`src/rtl/transmitter.sv`:
```
// transmitter: serialises parallel words onto a one-bit-per-clock line.
// Frame on the line: start bit (1), DATA_WIDTH data bits LSB first, stop bit (1).
// The line idles low. GAP_CYCLES forces idle-low cycles after every stop bit.
// Optional feature: define TRANSMITTER_PARITY_EN to insert an even-parity bit
// between the last data bit and the stop bit.
module transmitter #(
  parameter int DATA_WIDTH = 8,
  parameter int GAP_CYCLES = 0
) (
  input  logic                  clk,
  input  logic                  arst,
  input  logic                  in_valid,
  input  logic [DATA_WIDTH-1:0] in_data,
  output logic                  in_ready,
  output logic                  out,
  output logic                  busy,
  output logic                  done
);

  localparam int CW = (DATA_WIDTH > 1) ? $clog2(DATA_WIDTH) : 1;
  localparam int GW = (GAP_CYCLES > 1) ? $clog2(GAP_CYCLES) : 1;
  localparam logic [CW-1:0] BIT_LAST = CW'(DATA_WIDTH - 1);
  localparam logic [GW-1:0] GAP_LAST = GW'((GAP_CYCLES > 0) ? GAP_CYCLES - 1 : 0);

`ifdef TRANSMITTER_PARITY_EN
  typedef enum logic [2:0] {
    S_IDLE   = 3'd0,
    S_START  = 3'd1,
    S_DATA   = 3'd2,
    S_PARITY = 3'd3,
    S_STOP   = 3'd4,
    S_GAP    = 3'd5
  } state_t;
`else
  typedef enum logic [2:0] {
    S_IDLE  = 3'd0,
    S_START = 3'd1,
    S_DATA  = 3'd2,
    S_STOP  = 3'd4,
    S_GAP   = 3'd5
  } state_t;
`endif

  state_t                state_reg;
  logic [DATA_WIDTH-1:0] shift_reg;
  logic [CW-1:0]         bit_cnt_reg;
  logic [GW-1:0]         gap_cnt_reg;
  logic                  ready_en_reg;
  logic                  out_reg;
  logic                  busy_reg;
  logic                  done_reg;
  logic                  ready_state;
  logic                  accept;
`ifdef TRANSMITTER_PARITY_EN
  logic                  parity_reg;
`endif

  // Keeps in_ready low until the first clock edge after reset is released.
  always_ff @(posedge clk or posedge arst) begin
    if (arst) begin
      ready_en_reg <= 1'b0;
    end else begin
      ready_en_reg <= 1'b1;
    end
  end

  // States in which a new word may be taken; STOP only when frames may abut.
  always_comb begin
    ready_state = 1'b0;
    case (state_reg)
      S_IDLE:  ready_state = 1'b1;
      S_STOP:  ready_state = (GAP_CYCLES == 0);
      default: ready_state = 1'b0;
    endcase
  end

  assign in_ready = ready_en_reg & ready_state;
  assign accept   = in_valid & in_ready;
  assign out      = out_reg;
  assign busy     = busy_reg;
  assign done     = done_reg;

  // Frame sequencer: line, busy and done are registered alongside the state.
  always_ff @(posedge clk or posedge arst) begin
    if (arst) begin
      state_reg   <= S_IDLE;
      shift_reg   <= '0;
      bit_cnt_reg <= '0;
      gap_cnt_reg <= '0;
      out_reg     <= 1'b0;
      busy_reg    <= 1'b0;
      done_reg    <= 1'b0;
`ifdef TRANSMITTER_PARITY_EN
      parity_reg  <= 1'b0;
`endif
    end else begin
      done_reg <= 1'b0;
      case (state_reg)
        S_IDLE: begin
          if (accept) begin
            state_reg  <= S_START;
            shift_reg  <= in_data;
            out_reg    <= 1'b1;
            busy_reg   <= 1'b1;
`ifdef TRANSMITTER_PARITY_EN
            parity_reg <= ^in_data;
`endif
          end
        end
        S_START: begin
          // First data bit goes out now; the register then holds bit 1 onward.
          state_reg   <= S_DATA;
          out_reg     <= shift_reg[0];
          shift_reg   <= shift_reg >> 1;
          bit_cnt_reg <= '0;
        end
        S_DATA: begin
          if (bit_cnt_reg == BIT_LAST) begin
`ifdef TRANSMITTER_PARITY_EN
            state_reg <= S_PARITY;
            out_reg   <= parity_reg;
`else
            state_reg <= S_STOP;
            out_reg   <= 1'b1;
            done_reg  <= 1'b1;
`endif
          end else begin
            out_reg     <= shift_reg[0];
            shift_reg   <= shift_reg >> 1;
            bit_cnt_reg <= bit_cnt_reg + 1'b1;
          end
        end
`ifdef TRANSMITTER_PARITY_EN
        S_PARITY: begin
          state_reg <= S_STOP;
          out_reg   <= 1'b1;
          done_reg  <= 1'b1;
        end
`endif
        S_STOP: begin
          if (accept) begin
            // Back-to-back: start bit directly follows the stop bit.
            state_reg  <= S_START;
            shift_reg  <= in_data;
            out_reg    <= 1'b1;
            busy_reg   <= 1'b1;
`ifdef TRANSMITTER_PARITY_EN
            parity_reg <= ^in_data;
`endif
          end else if (GAP_CYCLES > 0) begin
            state_reg   <= S_GAP;
            gap_cnt_reg <= '0;
            out_reg     <= 1'b0;
            busy_reg    <= 1'b1;
          end else begin
            state_reg <= S_IDLE;
            out_reg   <= 1'b0;
            busy_reg  <= 1'b0;
          end
        end
        S_GAP: begin
          if (gap_cnt_reg == GAP_LAST) begin
            state_reg <= S_IDLE;
            busy_reg  <= 1'b0;
          end else begin
            gap_cnt_reg <= gap_cnt_reg + 1'b1;
          end
          out_reg <= 1'b0;
        end
        default: begin
          state_reg <= S_IDLE;
          out_reg   <= 1'b0;
          busy_reg  <= 1'b0;
        end
      endcase
    end
  end

endmodule
```
`config.mk`:
```
export PLATFORM = sky130hd
export DESIGN_NAME = transmitter
export DESIGN_NICKNAME = d
export VERILOG_FILES = /design/src/rtl/transmitter.sv
export SDC_FILE = /design/constraint.sdc
export NUM_CORES = 1
export LEC_CHECK = 0
export BUFFER_PORTS_ARGS = -buffer_cell sky130_fd_sc_hd__buf_4
export CELL_PAD_IN_SITES_DETAIL_PLACEMENT = 2
export CELL_PAD_IN_SITES_GLOBAL_PLACEMENT = 2
export CORE_MARGIN = 2
export CORE_UTILIZATION = 36
export DETAILED_ROUTE_END_ITERATION = 10
export GPL_TIMING_DRIVEN = 0
export PLACE_DENSITY_LB_ADDON = 0.2
export SLEW_MARGIN = 20
export SYNTH_ARGS = -nofsm -noshare
export SYNTH_HDL_FRONTEND = slang
export SYNTH_SLANG_ARGS = --single-unit
export TNS_END_PERCENT = 100
```
`constraint.sdc`:
```
create_clock -name clk -period 2.1 [get_ports clk]
set_input_delay 0 -clock clk [delete_from_list [all_inputs] [get_ports clk]]
set_output_delay 0 -clock clk [all_outputs]
set_load 0.02 [all_outputs]
```
After elaboration in Yosys (flattened, before gate mapping)

Cells that the tools add are included.

Bitwise logic cells: 3
Reductions and logical operators: 9
Add/subtract/negate cells: 2
Equality and inequality tests: 10
Multiplexer cells: 20

Operators by type and width:

| cell                                                             | count |
|---|---|
| 8-bit one-hot mux with 3 select lines                            | 1 |
| 8-bit two-way mux                                                | 2 |
| 3-bit one-hot mux with 5 select lines                            | 1 |
| 3-bit two-way mux                                                | 4 |
| 3-bit == test (second input constant)                            | 3 |
| 1-bit two-way mux                                                | 9 |
| 3-bit AND reduction                                              | 3 |
| 2-bit != test (second input constant)                            | 4 |
| 1-bit one-hot mux with 4 select lines                            | 2 |
| 3-bit one-hot mux with 2 select lines                            | 1 |
| 2-bit OR reduction                                               | 2 |
| 3-bit by 1-bit adder with 3-bit output (second input constant)   | 1 |
| 3-bit by 1-bit == test with 1-bit output (second input constant) | 1 |
| 3-bit by 2-bit == test with 1-bit output (second input constant) | 1 |
| 3-bit logical NOT                                                | 1 |
| 3-bit nonzero test                                               | 1 |
| 1-bit bitwise AND                                                | 2 |
| 2-bit by 1-bit != test with 1-bit output (second input constant) | 1 |
| 2-bit AND reduction                                              | 1 |
| 2-bit nonzero test                                               | 1 |
| 1-bit adder (second input constant)                              | 1 |
| 1-bit inverter                                                   | 1 |

Logic and storage cells: 52
Output and inout bits: 4
Input bits: 11
Register bits: 19

Depth between registers and ports, before layout

Gate-level depths: netlist of run 1.

Depth in word-level cells: 7
Mapped depth: 5
Depth with buffers taken out: 5

Worst setup path before layout of run 1

Ideal clock, no wire load.

Path kind: flip-flop to flip-flop
Start point: register bit_cnt_reg[0]
End point: register shift_reg[0]
Required time: 1,975 ps
Data arrival time: 1,775 ps
Period minus slack after synthesis: 1,900 ps
Cell stages (with the launch flop): 6
Setup time: 125 ps
Path slack: 200 ps
Path buffers: 0
Path through: dfrtp_1 > ha_1 > ha_1 > or4b_4 > nand3_4 > mux2_4

Cells in the longest elaborated chain, start to end: 3

RTL lines:

| what                          | RTL line | text |
|---|---|---|
| start, declared               | 46       | `logic [CW-1:0] bit_cnt_reg;` |
| start signal, assigned        | 130      | `bit_cnt_reg <= bit_cnt_reg + 1'b1;` |
| 3-bit == test                 | 118      | `if (bit_cnt_reg == BIT_LAST) begin` |
| 2-bit != test (no line)       | --       |  |
| 3-bit AND reduction (no line) | --       |  |
| end signal, assigned          | 114      | `shift_reg <= shift_reg >> 1;` |
| end signal, assigned          | 129      | `shift_reg <= shift_reg >> 1;` |
| end signal, assigned          | 144      | `shift_reg <= in_data;` |
| end, declared                 | 45       | `logic [DATA_WIDTH-1:0] shift_reg;` |

Every way passes these cells.
A chain may end at the register's enable or synchronous reset.

Worst setup path after layout of run 1

Start point: register bit_cnt_reg[0]
End point: register shift_reg[2]

The elaborated chain is that of the path after synthesis.

==> impl_metrics.yaml, run 1 <==
logic_synthesis:
  yosysTopAreaCell: "dfrtp_1"
  synth.area.top_cells: "dfrtp_1 (50%), mux2_4 (12%), mux2_2 (8.8%)"
  yosysMostFrequentCell: "dfrtp_1"
  synthCells: 68
  yosysSeqAreaShare_pct: 50.2
  synthTopCellsByCount: "dfrtp_1 (18), mux2_2 (7), mux2_4 (7)"
  postSynthNetCount: 81
  synth_ff_type: "dfrtp_1"
  synth-edff-count: 0
  async_flop_share_pct: 100
  yosysUniqueCellTypes: 27
  yosysTopAreaCellShare_pct: 50.2
  syn_area_um2: 897
  avgSynthCellArea_um2: 13.2
  ys_ff_latch: 18
  ys.warnings.count: 0
worst_setup_path:
  reg2reg_slack_ns: 0.09
  cp-start-kind: "flop"
  reg2reg_to: "shift_reg[2]"
  reg2reg_depth: 5
  cp_max_fo: 8
  arrival_ns: 2.20
  crit_path_end_kind: "flop"
  crit_start: "bit_cnt_reg[0]"
  required_ns: 2.29
  worstSetupPathType: "reg2reg"
  critPathCapture: "shift_reg[2]"
  crit-reg2reg-launch: "bit_cnt_reg[0]"
timing:
  drv_slew: 0
  setup_viol: 0
  finalClockSkew_ns: 0.00259
  rsz0062_at_grt: "no"
  min_period_over_period_pct: 95.9
  whs_ns: 0.0601
  slew_headroom_pct: 53.2
  fmax_ghz: 0.497
  setup_tns_ns: 0
  worst_pin_slew_ns: 0.702
  hold_viol: 0
  period_minus_slack_ns: 2.01
global_route:
  grt-ovfl-total: 0
  grt_start_max_net_pins: 19
  grtUsageTotal_pct: 14.7
  grt_pass1_vias: 638
  antenna_found_initial: 0
  grt_pass1_wl_mm: 2.94
floorplanning:
  dieHeight_um: 53.9
  core_um2: 2410
  num_io_pins: 15
  num_rows: 18
  die_area_um2: 2910
  die_w_um: 53.9
  start_util_pct: 37.2
clock_tree:
  clock-sinks: 18
  htreeDepth: 1
  cts_buffers: 3
  clk_latency_ns: 0.29
  cts_buffer_depth: 2
  post_cts_buffers: 0
  clk_pin_slew_ns: 0.10
  cts_tree: "built"
  cts_root_buffer: "clkbuf_4"
power:
  ir_drop_uv: 668
  p_total_mw: 1.48
  leakage_nw: 0.512
  power.density_nw_per_um2: 1370
layout:
  area_growth_pct: 20.9
  largest_reg_flops: 8
  layout-drive-gt1-share_pct: 40.2
  diodes: 0
  fin_nets: 102
  utilization_pct: 45.0
  instances_no_fill: 117
detailed_routing:
  drt-initial-drc-count: 0
  antenna_left: 0
  dr.pass1.iters: 1
  finalWirelength_mm: 1.84
  num_vias: 589
  wl_per_cell_um: 15.7
  drt-vias-per-instance: 5.03
  drc: 0
place:
  io_buffer_count: 14
  gp_congestion: 0.612
  hpwlAfterDp_mm: 1.33
  dp.cells: 112
run_status:
  outcome: "finished clean"
flow_run:
  maxCapViolCount: 0
min_path:
  min_path_type: "in2reg"
metrics by stage:
stage                     instance area, um2  setup slack [ns]
after floorplan                          897             0.200
after global placement                  1040            0.0892
after detailed placement                1040            0.0356
after CTS                               1080            0.0105
after global routing                    1080            0.0281
final                                   1080            0.0869
timing repair:
item / CTS / global route
endpoints found under the hold margin: 19 / 0
hold buffers: 2 / 0
setup endpoints to repair: 0 / 7
gates resized for setup: 0 / 1
power breakdown:
part / total (mW) / internal (mW) / switching, mW
sequential: 0.572 / 0.484 / 0.0882
combinational: 0.735 / 0.422 / 0.313
clock: 0.176 / 0.0668 / 0.109
total: 1.48 / 0.972 / 0.510
worst min path at each step:
stage               start        endpoint  slack [ns]  cells past startpoint
5_1_grt        in_data[2]    shift_reg[2]        0.05                      3
3_3_place_gp         arst  bit_cnt_reg[0]        0.16                      2
3_5_place_dp         arst  bit_cnt_reg[0]        0.16                      2
2_1_floorplan        arst  bit_cnt_reg[0]       -0.06                      1
4_1_cts        in_data[6]    shift_reg[6]        0.06                      3
6_report       in_data[6]    shift_reg[6]        0.06                      3
cell families (layout without fill, tap and decap cells):
kind of cell	count (synthesis)	count (layout)	share of synthesized area, %
flops	18	18	50.2
fa+ha+maj	2	2	2.79
other cells	1	1	0.418
compound gates	9	9	7.95
buf+inv	6	25	2.93
mux	15	15	21.6
simple gates	17	17	14.1
cells in the final DEF (no fill, tap or decap), drive strengths merged, types with 2 or more instances in the layout:
master | Yosys | routed
dlygate4sd3 | 0 | 2
nand2 | 3 | 3
clkbuf | 1 | 4
a22oi | 2 | 2
dfrtp | 18 | 18
o2bb2ai | 4 | 4
nor2 | 2 | 2
ha | 2 | 2
buf | 1 | 15
inv | 4 | 4
mux2 | 14 | 14
nor4b | 2 | 2
final cells by class:
type	count	area, um2
Timing Repair Buffer	16	125
Inverter	4	15.0
Fill cell	259	1330
Tap cell	30	37.5
Sequential cell	18	450
Clock buffer	3	22.5
Multi-Input combinational cell	44	423
Buffer	2	11.3
critical path, stage by stage (launching register included):
cell	delay [ns]
dfrtp_1	0.44
ha_1	0.23
ha_2	0.21
or4b_4	0.51
nand3_4	0.19
mux2_4	0.32
per-layer routing:
layer | GRT usage [%] | vias up | part of all wire (%)
li1 | - | 282 | -
met1 | 18.6 | 295 | 45
met2 | 24.4 | 8 | 51
met3 | 2.50 | 4 | 2.4
met4 | 6.41 | 0 | 1.4
met5 | 0 | - | 0
Note: power is estimated with default switching activity, not from simulation.
==> run 2, diff against run 1 <==
- ABC_AREA: unset -> 1
- CORE_UTILIZATION: 36 -> 32
==> run 2 against run 1 <==
Worst hold slack got worse by 0.0033 ns. Highest routed layer unchanged. Sequential cell count is the same. Critical path type unchanged. Combinational power is 3.0% higher. Setup slack better by 0.45 ns.
==> impl_metrics.yaml, run 2 <==
detailed_routing:
  drt-vias-per-instance: 4.98
  wl_per_cell_um: 14.4
  finalWirelength_mm: 2.39
  dr.pass1.iters: 4
  drt-initial-drc-count: 14
  num_vias: 826
  antenna_left: 0
  drc: 0
timing:
  period_minus_slack_ns: 1.56
  fmax_ghz: 0.639
  finalClockSkew_ns: 0.00348
  setup_tns_ns: 0
  setup_viol: 0
  min_period_over_period_pct: 74.5
  worst_pin_slew_ns: 0.725
  rsz0062_at_grt: "no"
  slew_headroom_pct: 51.6
  drv_slew: 0
  hold_viol: 0
power:
  ir_drop_uv: 574
  leakage_nw: 0.675
  p_total_mw: 1.54
  power.density_nw_per_um2: 1340
clock_tree:
  clk_latency_ns: 0.29
  cts_root_buffer: "clkbuf_4"
  cts_buffers: 3
  clock-sinks: 18
  post_cts_buffers: 0
  cts-resized-gates: 0
  cts_tree: "built"
  ctsHoldBuffers: 3
  htreeDepth: 1
  clk_pin_slew_ns: 0.11
  cts_buffer_depth: 2
worst_setup_path:
  reg2reg_depth: 6
  worstSetupPathType: "reg2reg"
  slowest_delay_ns: 0.39
  crit_path_end_kind: "flop"
  reg2reg_slack_ns: 0.54
  slowest_stage: "dfrtp_1"
  cp_cell_sequence: "ha_1, ha_1, nand4_2, nand3_4, nand2_1, nand2_1"
  path_buf_inv: 0
  cp_max_fo: 10
  arrival_ns: 1.80
  cp-start-kind: "flop"
  crit_family: "simple AND/OR/NAND/NOR gates"
  reg2reg_to: "shift_reg[0]"
  crit-reg2reg-launch: "bit_cnt_reg[0]"
  required_ns: 2.34
logic_synthesis:
  syn_area_um2: 937
  synth-edff-count: 0
  synthTopCellsByCount: "nand2_1 (53), dfrtp_1 (18), inv_1 (10)"
  ys_ff_latch: 18
  yosysMostFrequentCell: "nand2_1"
  synth_ff_type: "dfrtp_1"
  yosysTopAreaCell: "dfrtp_1"
  yosysTopAreaCellShare_pct: 48.1
  postSynthNetCount: 127
  yosysUniqueCellTypes: 20
  async_flop_share_pct: 100
  ys.warnings.count: 0
  avgSynthCellArea_um2: 8.22
  synthCells: 114
  synth.area.top_cells: "dfrtp_1 (48%), nand2_1 (21%), nand4_1 (5.3%)"
  yosysSeqAreaShare_pct: 48.1
layout:
  diodes: 0
  final_common_cell: "nand2_1"
  largest_reg_flops: 8
  fin_nets: 149
  area_growth_pct: 22.4
  final_cell_mix: "nand2_1 (53), dfrtp_1 (18), buf_4 (14), inv_1 (10), nand4_1 (8)"
  layout-drive-gt1-share_pct: 25.2
flow_run:
  maxCapViolCount: 0
min_path:
  min_path_type: "in2reg"
  min_from: "in_data[4]"
  hold_end: "shift_reg[4]"
  holdPathStages: 5
run_status:
  outcome: "finished clean"
global_route:
  grtUsageTotal_pct: 16.8
  grt_start_max_net_pins: 19
  antenna_found_initial: 0
  grt_pass1_vias: 938
  grt-ovfl-total: 0
  grt_pass1_wl_mm: 4.30
floorplanning:
  dieHeight_um: 58.1
  die_area_um2: 3380
  die_w_um: 58.1
  start_util_pct: 34.0
  core_um2: 2760
  num_rows: 19
  num_io_pins: 15
place:
  hpwlAfterDp_mm: 1.84
  gp_congestion: 0.775
  io_buffer_count: 14
## run 2: worst max-delay path by stage
stage,start,to,slack (ns),cells after the start
2_1_floorplan,bit_cnt_reg[0],out,0.77,7
3_3_place_gp,bit_cnt_reg[0],shift_reg[7],0.59,6
3_5_place_dp,bit_cnt_reg[0],shift_reg[1],0.55,6
4_1_cts,bit_cnt_reg[0],shift_reg[1],0.52,6
5_1_grt,bit_cnt_reg[0],shift_reg[3],0.43,6
6_report,bit_cnt_reg[0],shift_reg[0],0.54,6
## run 2: per-layer routing
| metal | share of wire (%) | routed length (um) | up-vias | global-route usage, % |
|---|---|---|---|---|
| met5 | 0 | 0 | - | 0 |
| met4 | 0.42 | 10 | 0 | 3.99 |
| met3 | 2.8 | 67 | 2 | 2.68 |
| met2 | 51 | 1210 | 10 | 29.1 |
| met1 | 46 | 1100 | 408 | 21.9 |
| li1 | - | - | 406 | - |
## run 2: layout make-up
class	instances	area, um2
Multi-Input combinational cell	82	434
Timing Repair Buffer	17	135
Fill cell	312	1610
Sequential cell	18	450
Tap cell	31	38.8
Clock buffer	4	36.3
Inverter	14	52.6
## run 2: worst reg2reg max path: stages (launching register included)
cell	delay, ns
dfrtp_1	0.39
ha_1	0.16
ha_1	0.24
nand4_2	0.33
nand3_4	0.26
nand2_1	0.08
nand2_1	0.06
## run 2: through the flow
stage	std cells	hold slack, ns	setup slack (ns)	util [%]	instance area, um2
floorplan	114	-0.0614	0.769	-	937
global placement	159	0.171	0.589	39.2	1080
detailed placement	159	0.181	0.550	39.2	1080
CTS	166	0.0543	0.517	41.6	1150
global route	166	0.0913	0.432	41.6	1150
finish	166	0.0568	0.536	41.6	1150
## run 2: report_power, final
group          switching (mW)  leakage [nW]  internal (mW)
Combinational           0.490         0.424          0.266
Sequential             0.0909         0.230          0.476
Clock                   0.113        0.0210          0.106
## run 2: cell families (layout without fill, tap and decap cells)
group                    Yosys count  count (layout)  synth area share (%)
flip-flops                        18              18                  48.1
AND/OR/NAND/NOR                   76              76                  41.0
adder cells (fa/ha/maj)            2               2                  2.67
AO/OA/AOI/OAI                      3               3                  2.27
buffers and inverters             14              35                  5.61
other                              1               1                 0.400
